<file path="config.mk">
export PLATFORM = sky130hd
export DESIGN_NAME = div_issue_ctrl
export DESIGN_NICKNAME = d
export VERILOG_FILES = /design/src/rtl/div_pkg.sv /design/src/rtl/div_reuse_match.sv /design/src/rtl/div_issue_ctrl.sv
export SDC_FILE = /design/constraint.sdc
export NUM_CORES = 1
export LEC_CHECK = 0
export CAP_MARGIN = 20
export CORE_MARGIN = 5
export CORE_UTILIZATION = 30
export CTS_CLUSTER_DIAMETER = 200
export CTS_CLUSTER_SIZE = 16
export DETAILED_ROUTE_END_ITERATION = 7
export PLACE_DENSITY = 0.85
export SLEW_MARGIN = 0
export SYNTH_ARGS = -nofsm -noshare
export SYNTH_HDL_FRONTEND = slang
export SYNTH_HIERARCHICAL = 1
export SYNTH_SLANG_ARGS = --single-unit
</file>
<file path="constraint.sdc">
create_clock -name clk -period 3.35 [get_ports clk]
set_input_delay 0.67 -clock clk [delete_from_list [all_inputs] [get_ports clk]]
set_output_delay 0.67 -clock clk [all_outputs]
set_load 0.01 [all_outputs]
</file>
<file path="src/rtl/div_pkg.sv">
// Shared types and constants for the RV32M divider issue controller.
package div_pkg;

  typedef enum logic [2:0] {
    IDLE,
    START,
    BUSY,
    DRAIN,
    DONE
  } div_state_e;

  localparam logic [2:0] F3_DIV  = 3'd4;
  localparam logic [2:0] F3_DIVU = 3'd5;
  localparam logic [2:0] F3_REM  = 3'd6;
  localparam logic [2:0] F3_REMU = 3'd7;

  // DIV/REM are signed, DIVU/REMU are unsigned.
  function automatic logic f3_is_signed(input logic [2:0] f3);
    return ~f3[0];
  endfunction

endpackage

</file>
<file path="src/rtl/div_reuse_match.sv">
// Remembers the operands/sign/kind of the last completed divide and flags a
// request that can take its result from the companion DIV/REM output.
module div_reuse_match #(
  parameter int unsigned XLEN = 32
) (
  input  logic            clk_i,
  input  logic            rst_i,
  input  logic            capture_i,
  input  logic            commit_i,
  input  logic            clear_i,
  input  logic            signed_i,
  input  logic            rem_i,
  input  logic [XLEN-1:0] rs1_i,
  input  logic [XLEN-1:0] rs2_i,
  output logic            hit_o
);

  logic            pend_signed_q, pend_rem_q;
  logic [XLEN-1:0] pend_rs1_q, pend_rs2_q;
  logic            last_valid_q, last_signed_q, last_rem_q;
  logic [XLEN-1:0] last_rs1_q, last_rs2_q;

  // Operands are captured at issue, promoted to "last" only once the op completes.
  always_ff @(posedge clk_i or posedge rst_i) begin
    if (rst_i) begin
      pend_signed_q <= 1'b0;
      pend_rem_q    <= 1'b0;
      pend_rs1_q    <= '0;
      pend_rs2_q    <= '0;
      last_valid_q  <= 1'b0;
      last_signed_q <= 1'b0;
      last_rem_q    <= 1'b0;
      last_rs1_q    <= '0;
      last_rs2_q    <= '0;
    end else begin
      if (capture_i) begin
        pend_signed_q <= signed_i;
        pend_rem_q    <= rem_i;
        pend_rs1_q    <= rs1_i;
        pend_rs2_q    <= rs2_i;
      end
      if (commit_i) begin
        last_signed_q <= pend_signed_q;
        last_rem_q    <= pend_rem_q;
        last_rs1_q    <= pend_rs1_q;
        last_rs2_q    <= pend_rs2_q;
      end
      if (clear_i) begin
        last_valid_q <= 1'b0;
      end else if (commit_i) begin
        last_valid_q <= 1'b1;
      end
    end
  end

  assign hit_o = last_valid_q && (signed_i == last_signed_q) && (rem_i != last_rem_q)
                 && (rs1_i == last_rs1_q) && (rs2_i == last_rs2_q);

endmodule

</file>
<file path="src/rtl/div_issue_ctrl.sv">
// Issue/sequencing controller for the RV32M iterative divider cores.
// Optional DIV/REM result reuse is enabled by defining DIV_FUSE_EN.
module div_issue_ctrl
  import div_pkg::*;
#(
  parameter int unsigned XLEN           = 32,
  parameter int unsigned TIMEOUT_CYCLES = 64
) (
  input  logic            clk,
  input  logic            rst,
  input  logic            id_valid,
  input  logic            rv32m,
  input  logic [2:0]      func3,
  input  logic            fuse,
  input  logic            flush,
  input  logic [XLEN-1:0] rs1_val,
  input  logic [XLEN-1:0] rs2_val,
  input  logic            div_done,
  output logic            start_sdivide,
  output logic            start_udivide,
  output logic            op_is_rem,
  output logic            stall,
  output logic            res_valid,
  output logic            reused,
  output logic            div_err
);

  localparam int unsigned      CNT_W    = $clog2(TIMEOUT_CYCLES + 1);
  localparam logic [CNT_W-1:0] CNT_LAST = CNT_W'(TIMEOUT_CYCLES - 1);

  div_state_e       state_q, state_d;
  logic [CNT_W-1:0] cnt_q, cnt_d;
  logic             sgn_q, sgn_d;
  logic             rem_q, rem_d;
  logic             start_s_q, start_s_d;
  logic             start_u_q, start_u_d;
  logic             res_q, res_d;
  logic             reused_q, reused_d;
  logic             err_q, err_d;
  logic             stall_q, stall_d;

  logic req, go, sgn_now, accept, reuse_hit, timeout;

  assign req     = id_valid & rv32m & func3[2] & ~fuse;
  assign go      = req & ~flush;
  assign sgn_now = f3_is_signed(func3);
  assign timeout = (cnt_q == CNT_LAST);

`ifdef DIV_FUSE_EN
  logic match_commit, match_clear;

  assign match_commit = (state_q == DONE);
  assign match_clear  = flush | err_d | (accept & ~reuse_hit);

  div_reuse_match #(
    .XLEN(XLEN)
  ) u_match (
    .clk_i     (clk),
    .rst_i     (rst),
    .capture_i (accept),
    .commit_i  (match_commit),
    .clear_i   (match_clear),
    .signed_i  (sgn_now),
    .rem_i     (func3[1]),
    .rs1_i     (rs1_val),
    .rs2_i     (rs2_val),
    .hit_o     (reuse_hit)
  );
`else
  logic unused_ops;

  assign reuse_hit  = 1'b0;
  assign unused_ops = ^{rs1_val, rs2_val};
`endif

  // The counter is zeroed on entry to START and runs through START/BUSY/DRAIN,
  // so the abort lands TIMEOUT_CYCLES cycles after the start pulse.
  always_comb begin
    state_d   = state_q;
    cnt_d     = cnt_q;
    sgn_d     = sgn_q;
    rem_d     = rem_q;
    start_s_d = 1'b0;
    start_u_d = 1'b0;
    reused_d  = 1'b0;
    err_d     = 1'b0;
    accept    = 1'b0;
    unique case (state_q)
      IDLE: begin
        if (go) begin
          accept = 1'b1;
          sgn_d  = sgn_now;
          rem_d  = func3[1];
          if (reuse_hit) begin
            state_d  = DONE;
            reused_d = 1'b1;
          end else begin
            state_d   = START;
            cnt_d     = '0;
            start_s_d = sgn_now;
            start_u_d = ~sgn_now;
          end
        end
      end
      START: begin
        cnt_d   = cnt_q + CNT_W'(1);
        state_d = flush ? DRAIN : BUSY;
      end
      BUSY: begin
        cnt_d = cnt_q + CNT_W'(1);
        if (div_done) begin
          state_d = DONE;
        end else if (timeout) begin
          state_d = IDLE;
          err_d   = 1'b1;
        end else if (flush) begin
          state_d = DRAIN;
        end
      end
      DRAIN: begin
        cnt_d = cnt_q + CNT_W'(1);
        if (div_done) begin
          state_d = IDLE;
        end else if (timeout) begin
          state_d = IDLE;
          err_d   = 1'b1;
        end
      end
      DONE:    state_d = IDLE;
      default: state_d = IDLE;
    endcase
    res_d   = (state_d == DONE);
    stall_d = (state_d == START) || (state_d == BUSY) || (state_d == DRAIN);
  end

  always_ff @(posedge clk or posedge rst) begin
    if (rst) begin
      state_q   <= IDLE;
      cnt_q     <= '0;
      sgn_q     <= 1'b0;
      rem_q     <= 1'b0;
      start_s_q <= 1'b0;
      start_u_q <= 1'b0;
      res_q     <= 1'b0;
      reused_q  <= 1'b0;
      err_q     <= 1'b0;
      stall_q   <= 1'b0;
    end else begin
      state_q   <= state_d;
      cnt_q     <= cnt_d;
      sgn_q     <= sgn_d;
      rem_q     <= rem_d;
      start_s_q <= start_s_d;
      start_u_q <= start_u_d;
      res_q     <= res_d;
      reused_q  <= reused_d;
      err_q     <= err_d;
      stall_q   <= stall_d;
    end
  end

  assign start_sdivide = start_s_q;
  assign start_udivide = start_u_q;
  assign op_is_rem     = rem_q;
  assign res_valid     = res_q;
  assign reused        = reused_q;
  assign div_err       = err_q;
  assign stall         = stall_q | (~rst & (state_q == IDLE) & go);

endmodule
</file>
---- Word level (Yosys, flattened, before mapping) ----
Cells that the tools add are included.
operators by class
  add/sub/neg operators ................... 1
  multipliers ............................. 0
  div/mod/pow operators ................... 0
  order comparisons ....................... 0
  equal/unequal tests ..................... 9
  shift operators ......................... 0
  multiplexer cells ....................... 17
  bitwise operators ....................... 11
  reductions and logical operators ........ 8
operators with widths
  operator               number
  $mux W3                6
  $pmux W7 S2            1
  $eq A3 B2 Y1 const B   4
  $pmux W3 S4            1
  $mux W1                8
  $add A7 B1 Y7 const B  1
  $eq A7 B6 Y1 const B   1
  $mux W7                1
  $and A1 B1 Y1          6
  $eq A3 B1 Y1 const B   2
  $not A1 Y1             4
  $reduce_and A2 Y1      2
  $eq A3 B3 Y1 const B   1
  $logic_not A3 Y1       1
  $reduce_or A3 Y1       1
  $logic_or A1 B1 Y1     2
  $ne A2 B2 Y1 const B   1
  $reduce_bool A2 Y1     1
  $reduce_or A2 Y1       1
  $or A1 B1 Y1           1
word-level totals
  register bits ........................... 16
  latch bits .............................. 0
  bits in writable memories ............... 0
  memory bits (read-only) ................. 0
  bits of input ports ..................... 74
  word-level logic and storage cells ...... 54
  memories ................................ 0

---- Logic depth before layout (Yosys ltp) ----
Gate-level depths: netlist of run 1.
  word-level depth ........................ 9
  depth in mapped cells ................... 5

---- Worst setup path after synthesis of run 1 ----
OpenSTA, ideal clock, no wires.
  path type ............................... input to output
  from .................................... input port flush
  to ...................................... output port stall
  arrival ................................. 1,653 ps
  setup slack ............................. 1,027 ps
  cell stages on the path ................. 3
  cells stage by stage .................... or4b_4 -> nor4_4 -> a21o_1
on the way
  cells in the longest elaborated chain, start to end .. 4
RTL lines
  what                line                   text
  start: declaration  div_issue_ctrl.sv:15   input logic flush,
  $not A1 Y1          div_issue_ctrl.sv:45   assign go = req & ~flush;
  $and A1 B1 Y1       div_issue_ctrl.sv:45
  $and A1 B1 Y1       div_issue_ctrl.sv:168  assign stall = stall_q | (~rst & (state_q == IDLE) & go);
  $or A1 B1 Y1        div_issue_ctrl.sv:168
  end: declaration    div_issue_ctrl.sv:22   output logic stall,
Every way passes these cells.

---- Final worst setup path of run 1 ----
Ends and elaborated chain as after synthesis.

==> results.sh, run 1 <==
export IMPL_hold_class="reg -> reg"
export IMPL_synthToLayoutAreaGrowth_pct=29.7
export IMPL_detail_route_wl_per_cell_um=13.9
export IMPL_critPathArrivalTime_ps=2570
export IMPL_fill_cells=234
export IMPL_core_area_um2=2450
export IMPL_cts_buffer_depth=2
export IMPL_grt_usage_pct=9.80
export IMPL_die_h_um=60.5
export IMPL_initial_core_util_pct=31.2
export IMPL_routabilityCongestion=0.771
export IMPL_setup_viol_count_final=0
export IMPL_worst_slew_pin_slew_ps=537
export IMPL_die_w_um=60.5
export IMPL_drv_cap=0
export IMPL_grt_max_degree=17
export IMPL_grt_pass1_vias=606
export IMPL_finalClockSkew_ps=6.90
export IMPL_power_leakage_nw=0.449
export IMPL_post_cts_setup_buffers=0
export IMPL_ioPinCount=81
export IMPL_yosysSeqAreaShare_pct=52.3
export IMPL_max_freq_mhz=309
export IMPL_synth_seq_cells=16
export IMPL_required_ps=2680
export IMPL_startpoint_type="primary input"
export IMPL_yosys_area_top_type="dfrtp_1"
export IMPL_route_detailed_drc=0
export IMPL_fin_setup_tns_ps=0
export IMPL_synth_avg_cell_area_um2=11.8
export IMPL_clk_pin_slew_ps=90
export IMPL_synthesis_nets=140
export IMPL_antenna_cells=0
export IMPL_yosysMostFrequentCell="dfrtp_1"
export IMPL_period_needed_ps=3240
export IMPL_cts_repair_resized=0
export IMPL_hold_viol_final=0
export IMPL_drt_iter0_drc=10
export IMPL_synth_edff_count=0
export IMPL_cts_tree="yes"
export IMPL_ys_types=30
export IMPL_dr_pass1_iters=4
export IMPL_drive_gt1_share_pct=13.1
export IMPL_synth_main_ff_cell="dfrtp_1"
export IMPL_vdd_drop_max_mv=0.241
export IMPL_timing_critical_path_buf_inv=2
export IMPL_routed_wl_um=1590
export IMPL_cts_buffers=3
export IMPL_clk_latency_ps=290
export IMPL_synthTopCellsByCount="dfrtp_1 (16), nor2_1 (6), a21o_1 (5), o2bb2ai_1 (4)"
export IMPL_dpl_hpwl_um=1210
export IMPL_row_count=18
export IMPL_final_period_utilization_pct=96.7
export IMPL_vias=583
export IMPL_cpPeakStageDelay_ps=590
export IMPL_critPathSlowestCell="or4b_4"
export IMPL_yosysWarnings=6
export IMPL_crit_path_cell_trace="clkdlybuf4s50_1, or4b_4, nor4_4, a21o_1, clkdlybuf4s50_1"
export IMPL_slew_viol_final=0
export IMPL_slew_headroom_pct=64.1
export IMPL_cts_root_buf="clkbuf_4"
export IMPL_critPathTopFamily="buffers and inverters"
export IMPL_instances_no_fill=114
export IMPL_syn_area_um2=766
export IMPL_io_buffers=15
export IMPL_async_reset_ff_share_pct=100
export IMPL_nets=160
export IMPL_crit_top_cell="clkdlybuf4s50_1"
export IMPL_viasPerCell=5.11
export IMPL_antenna_found_initial=0
export IMPL_synth_top_area_share_pct=52.3
export IMPL_synth_cells=65
export IMPL_postCtsHoldBufs=0
export IMPL_overflow=0
export IMPL_synth_area_leaders="dfrtp_1 (52%), a21o_1 (4.9%), o2bb2ai_1 (4.6%)"
export IMPL_grt_pass1_wl_um=2650
export IMPL_cts_sinks=16
export IMPL_endpoint_kind="output port"
export IMPL_critPathMaxFanout=3
export IMPL_rsz0062_at_grt="false"
export IMPL_cts_htree_levels=1
export IMPL_die_area_um2=3660
export IMPL_outcome="complete, no violations"
export IMPL_dp_cells=110
export IMPL_ant_nets=0
export IMPL_p_per_area_nw_per_um2=671
export IMPL_critical_path_class="in -> out"
flip-flops by register name, indices dropped and copies added (netlist names):
name and cells:
stall_q 1, res_valid 1, op_is_rem 1, div_err 1
state_q 3, start_udivide 1, start_sdivide 1, cnt_q 7
layer usage:
metal	global-route usage (%)	vias to the layer above	share of wire, %
met5	0	-	0
met4	5.57	0	1.3
met3	1.28	2	3.1
met2	17.0	13	55
met1	11.7	292	41
li1	-	276	-
layout by cell type (no fill, tap or decap), drive strengths merged:
cell type | netlist | final
nor3b | 1 | 1
nor4bb | 2 | 2
clkdlybuf4s50 | 0 | 15
nand3 | 2 | 2
nor4b | 1 | 1
or4b | 1 | 1
nor2b | 1 | 1
a221o | 1 | 1
or4 | 1 | 1
clkbuf | 1 | 4
a21oi | 3 | 3
mux2i | 2 | 2
ha | 1 | 1
buf | 1 | 2
mux2 | 2 | 2
a22o | 1 | 1
or2b | 1 | 1
and2 | 1 | 1
inv | 1 | 1
dfrtp | 16 | 16
o2bb2ai | 4 | 4
nor4 | 1 | 1
o21ai | 1 | 1
a21o | 6 | 6
o31a | 1 | 1
nor2 | 6 | 6
conb | 1 | 1
nor3 | 2 | 2
nand2 | 3 | 3
cells by family after synthesis:
family / synth area share, %
mux: 6.05
flops: 52.3
simple gates: 19.9
other cells: 0.490
buf+inv: 1.96
fa+ha+maj: 1.63
compound gates: 17.6
report_power, final:
part	internal (mW)	leakage (nW)	switching, mW
registers	0.248	0.214	0.0675
clock network	0.0662	0.0210	0.0613
logic	0.126	0.214	0.0972
total	0.441	0.449	0.226
per-stage QoR:
step | hold slack [ps] | setup slack [ps] | total power [mW] | utilization, % | instance area [um^2]
6_report | 529 | 112 | 0.667 | 40.5 | 993
3_3_place_gp | 487 | 120 | 0.520 | 39.0 | 957
3_5_place_dp | 510 | 103 | 0.542 | 39.0 | 957
5_1_grt | 549 | 23.6 | 0.705 | 40.5 | 993
2_1_floorplan | 466 | 1030 | 0.463 | - | 766
4_1_cts | 529 | 98.6 | 0.671 | 40.5 | 993
worst register-to-register path: stages, from the launching register on:
cell	delay, ps
dfrtp_1	390
ha_1	190
nand3_1	190
o31a_1	380
a21o_1	170
a221o_1	280
path summary, 6_finish.rpt:
| path | from | to | slack, ps | cells past startpoint |
|---|---|---|---|---|
| setup / recovery | flush | stall | 110 | 5 |
| min in group asynchronous | rst | state_q[0]$_DFF_PP0_ | 770 | 3 |
| hold reg to reg | cnt_q[6]$_DFFE_PP0P_ | div_err$_DFF_PP0_ | 530 | 1 |
| hold / removal | cnt_q[6]$_DFFE_PP0P_ | div_err$_DFF_PP0_ | 530 | 1 |
| setup reg to reg | cnt_q[0]$_DFFE_PP0P_ | state_q[0]$_DFF_PP0_ | 1640 | 5 |
| max in group asynchronous | rst | state_q[1]$_DFF_PP0_ | 2400 | 3 |
cell type report:
type	instances	area, um^2	area share (%)
Tap cell	30	37.5	3.78
Inverter	1	3.75	0.378
Timing Repair Buffer	17	165	16.6
Sequential cell	16	400	40.3
Multi-Input combinational cell	46	350	35.3
Clock buffer	4	36.3	3.65
No activity file was read; power rests on OpenSTA's default activity.
==> run 2, diff against run 1 <==
--- a/config.mk
+++ b/config.mk
@@ -12,6 +12,7 @@
 export CTS_CLUSTER_SIZE = 16
 export DETAILED_ROUTE_END_ITERATION = 7
 export PLACE_DENSITY = 0.85
+export REMOVE_ABC_BUFFERS = 1
 export SLEW_MARGIN = 0
 export SYNTH_ARGS = -nofsm -noshare
 export SYNTH_HDL_FRONTEND = slang
==> results.sh, run 2 (same netlist as run 1, synthesis figures left out) <==
export IMPL_outcome="complete, no violations"
export IMPL_place_area_um2=957
export IMPL_share_seq_of_total_power_pct=49.9
export IMPL_drive_gt1_share_pct=12.0
export IMPL_postCtsHoldBufs=0
export IMPL_routabilityCongestion=0.748
export IMPL_reg_largest_list="cnt_q (7), state_q (3)"
export IMPL_grt_pass1_vias=536
export IMPL_cts_buffers=3
export IMPL_slew_viol_final=0
export IMPL_finalClockSkew_ps=4.33
export IMPL_endpoint_kind="output port"
export IMPL_die_h_um=60.5
export IMPL_slew_headroom_pct=65.5
export IMPL_antenna_found_initial=0
export IMPL_register_area_um2=400
export IMPL_ioPinCount=81
export IMPL_post_cts_setup_buffers=0
export IMPL_fill_cells=242
export IMPL_viasPerCell=4.93
export IMPL_setup_ws_ps=95.9
export IMPL_layout_commonest_cell="dfrtp_1"
export IMPL_rr_worst_depth=5
export IMPL_grt_max_degree=17
export IMPL_power_switching_share_pct=33.9
export IMPL_clk_latency_ps=270
export IMPL_fin_area_um2=980
export IMPL_io_buffers=15
export IMPL_overflow=0
export IMPL_cts_sinks=16
export IMPL_cts_htree_levels=1
export IMPL_comb_power_share_pct=34.9
export IMPL_synthToLayoutAreaGrowth_pct=27.9
export IMPL_die_area_um2=3660
export IMPL_hold_viol_final=0
export IMPL_cts_repair_resized=0
export IMPL_rsz0062_at_grt="false"
export IMPL_p_sw_mw=0.213
export IMPL_power_mw=0.629
export IMPL_die_w_um=60.5
export IMPL_period_needed_ps=3250
export IMPL_hold_path_depth=1
export IMPL_multi_input_area_um2=350
export IMPL_clk_pin_slew_ps=90
export IMPL_drt_iter0_drc=12
export IMPL_row_count=18
export IMPL_detail_route_wl_per_cell_um=12.7
export IMPL_fin_setup_tns_ps=0
export IMPL_initial_core_util_pct=31.2
export IMPL_p_clk_share_pct=15.3
export IMPL_routed_wl_um=1440
export IMPL_power_leakage_nw=0.442
export IMPL_layout_common_cells="dfrtp_1 (16), clkdlybuf4s50_1 (15), nor2_1 (6), a21o_1 (5), o2bb2ai_1 (4)"
export IMPL_antenna_cells=0
export IMPL_setup_viol_count_final=0
export IMPL_nets=160
export IMPL_grt_usage_pct=8.43
export IMPL_route_detailed_drc=0
export IMPL_vdd_drop_max_mv=0.247
export IMPL_cts_root_buf="clkbuf_4"
export IMPL_core_area_um2=2450
export IMPL_cts_buffer_depth=2
export IMPL_dpl_hpwl_um=1110
export IMPL_p_int_mw=0.416
export IMPL_hold_class="reg -> reg"
export IMPL_hold_ws_ps=519
export IMPL_largest_register="cnt_q"
export IMPL_critPathMaxFanout=3
export IMPL_critical_path_class="in -> out"
export IMPL_final_period_utilization_pct=97.1
export IMPL_grt_pass1_wl_um=2360
export IMPL_critPathArrivalTime_ps=2580
export IMPL_max_freq_mhz=307
export IMPL_cts_tree="yes"
export IMPL_ant_nets=0
export IMPL_dr_pass1_iters=4
export IMPL_startpoint_type="primary input"
export IMPL_largest_reg_flops=7
export IMPL_dp_slack_ps=90.5
export IMPL_drv_cap=0
export IMPL_p_per_area_nw_per_um2=642
export IMPL_vias=557
export IMPL_required_ps=2680
export IMPL_worst_slew_pin_slew_ps=516
[run 2: critical path, stage by stage]
cell and delay (ps):
clkdlybuf4s50_1 460, or4b_4 600, nor4_4 170, a21o_1 150, clkdlybuf4s50_1 530
[run 2: power groups by stage]
stage          Sequential, mW  Clock (mW)  Combinational [mW]
2_1_floorplan           0.308           0               0.153
3_3_place_gp            0.311           0               0.210
3_5_place_dp            0.318           0               0.222
4_1_cts                 0.313      0.0987               0.224
5_1_grt                 0.323       0.106               0.243
6_report                0.314      0.0960               0.220
[run 2: layout make-up]
type                       count  area share, %
inverter                       1          0.383
multi-input combinational     46           35.8
timing repair buffer          17           16.9
sequential                    16           40.9
tap                           30           3.83
clock buffer                   3           2.30
[run 2: worst paths after layout]
check	slack (ps)	to	startpoint
hold / removal	520	div_err$_DFF_PP0_	cnt_q[6]$_DFFE_PP0P_
max in group asynchronous	2440	state_q[0]$_DFF_PP0_	rst
setup reg to reg	1650	state_q[0]$_DFF_PP0_	cnt_q[0]$_DFFE_PP0P_
setup / recovery	100	stall	flush
min in group asynchronous	730	div_err$_DFF_PP0_	rst
hold reg to reg	520	div_err$_DFF_PP0_	cnt_q[6]$_DFFE_PP0P_
[run 2: routing by layer]
metal	part of all wire, %	up-vias	global-route usage, %
met1	43	271	11.1
met3	3.2	2	1.49
met2	52	10	14.0
met4	1.7	0	2.79
li1	-	274	-
met5	0	-	0
[run 2: through the flow]
stage / util [%] / instances
4_1_cts: 39.9 / 113
3_5_place_dp: 39.0 / 110
5_1_grt: 39.9 / 113
2_1_floorplan: - / 63
6_report: 39.9 / 113
3_3_place_gp: 39.0 / 110
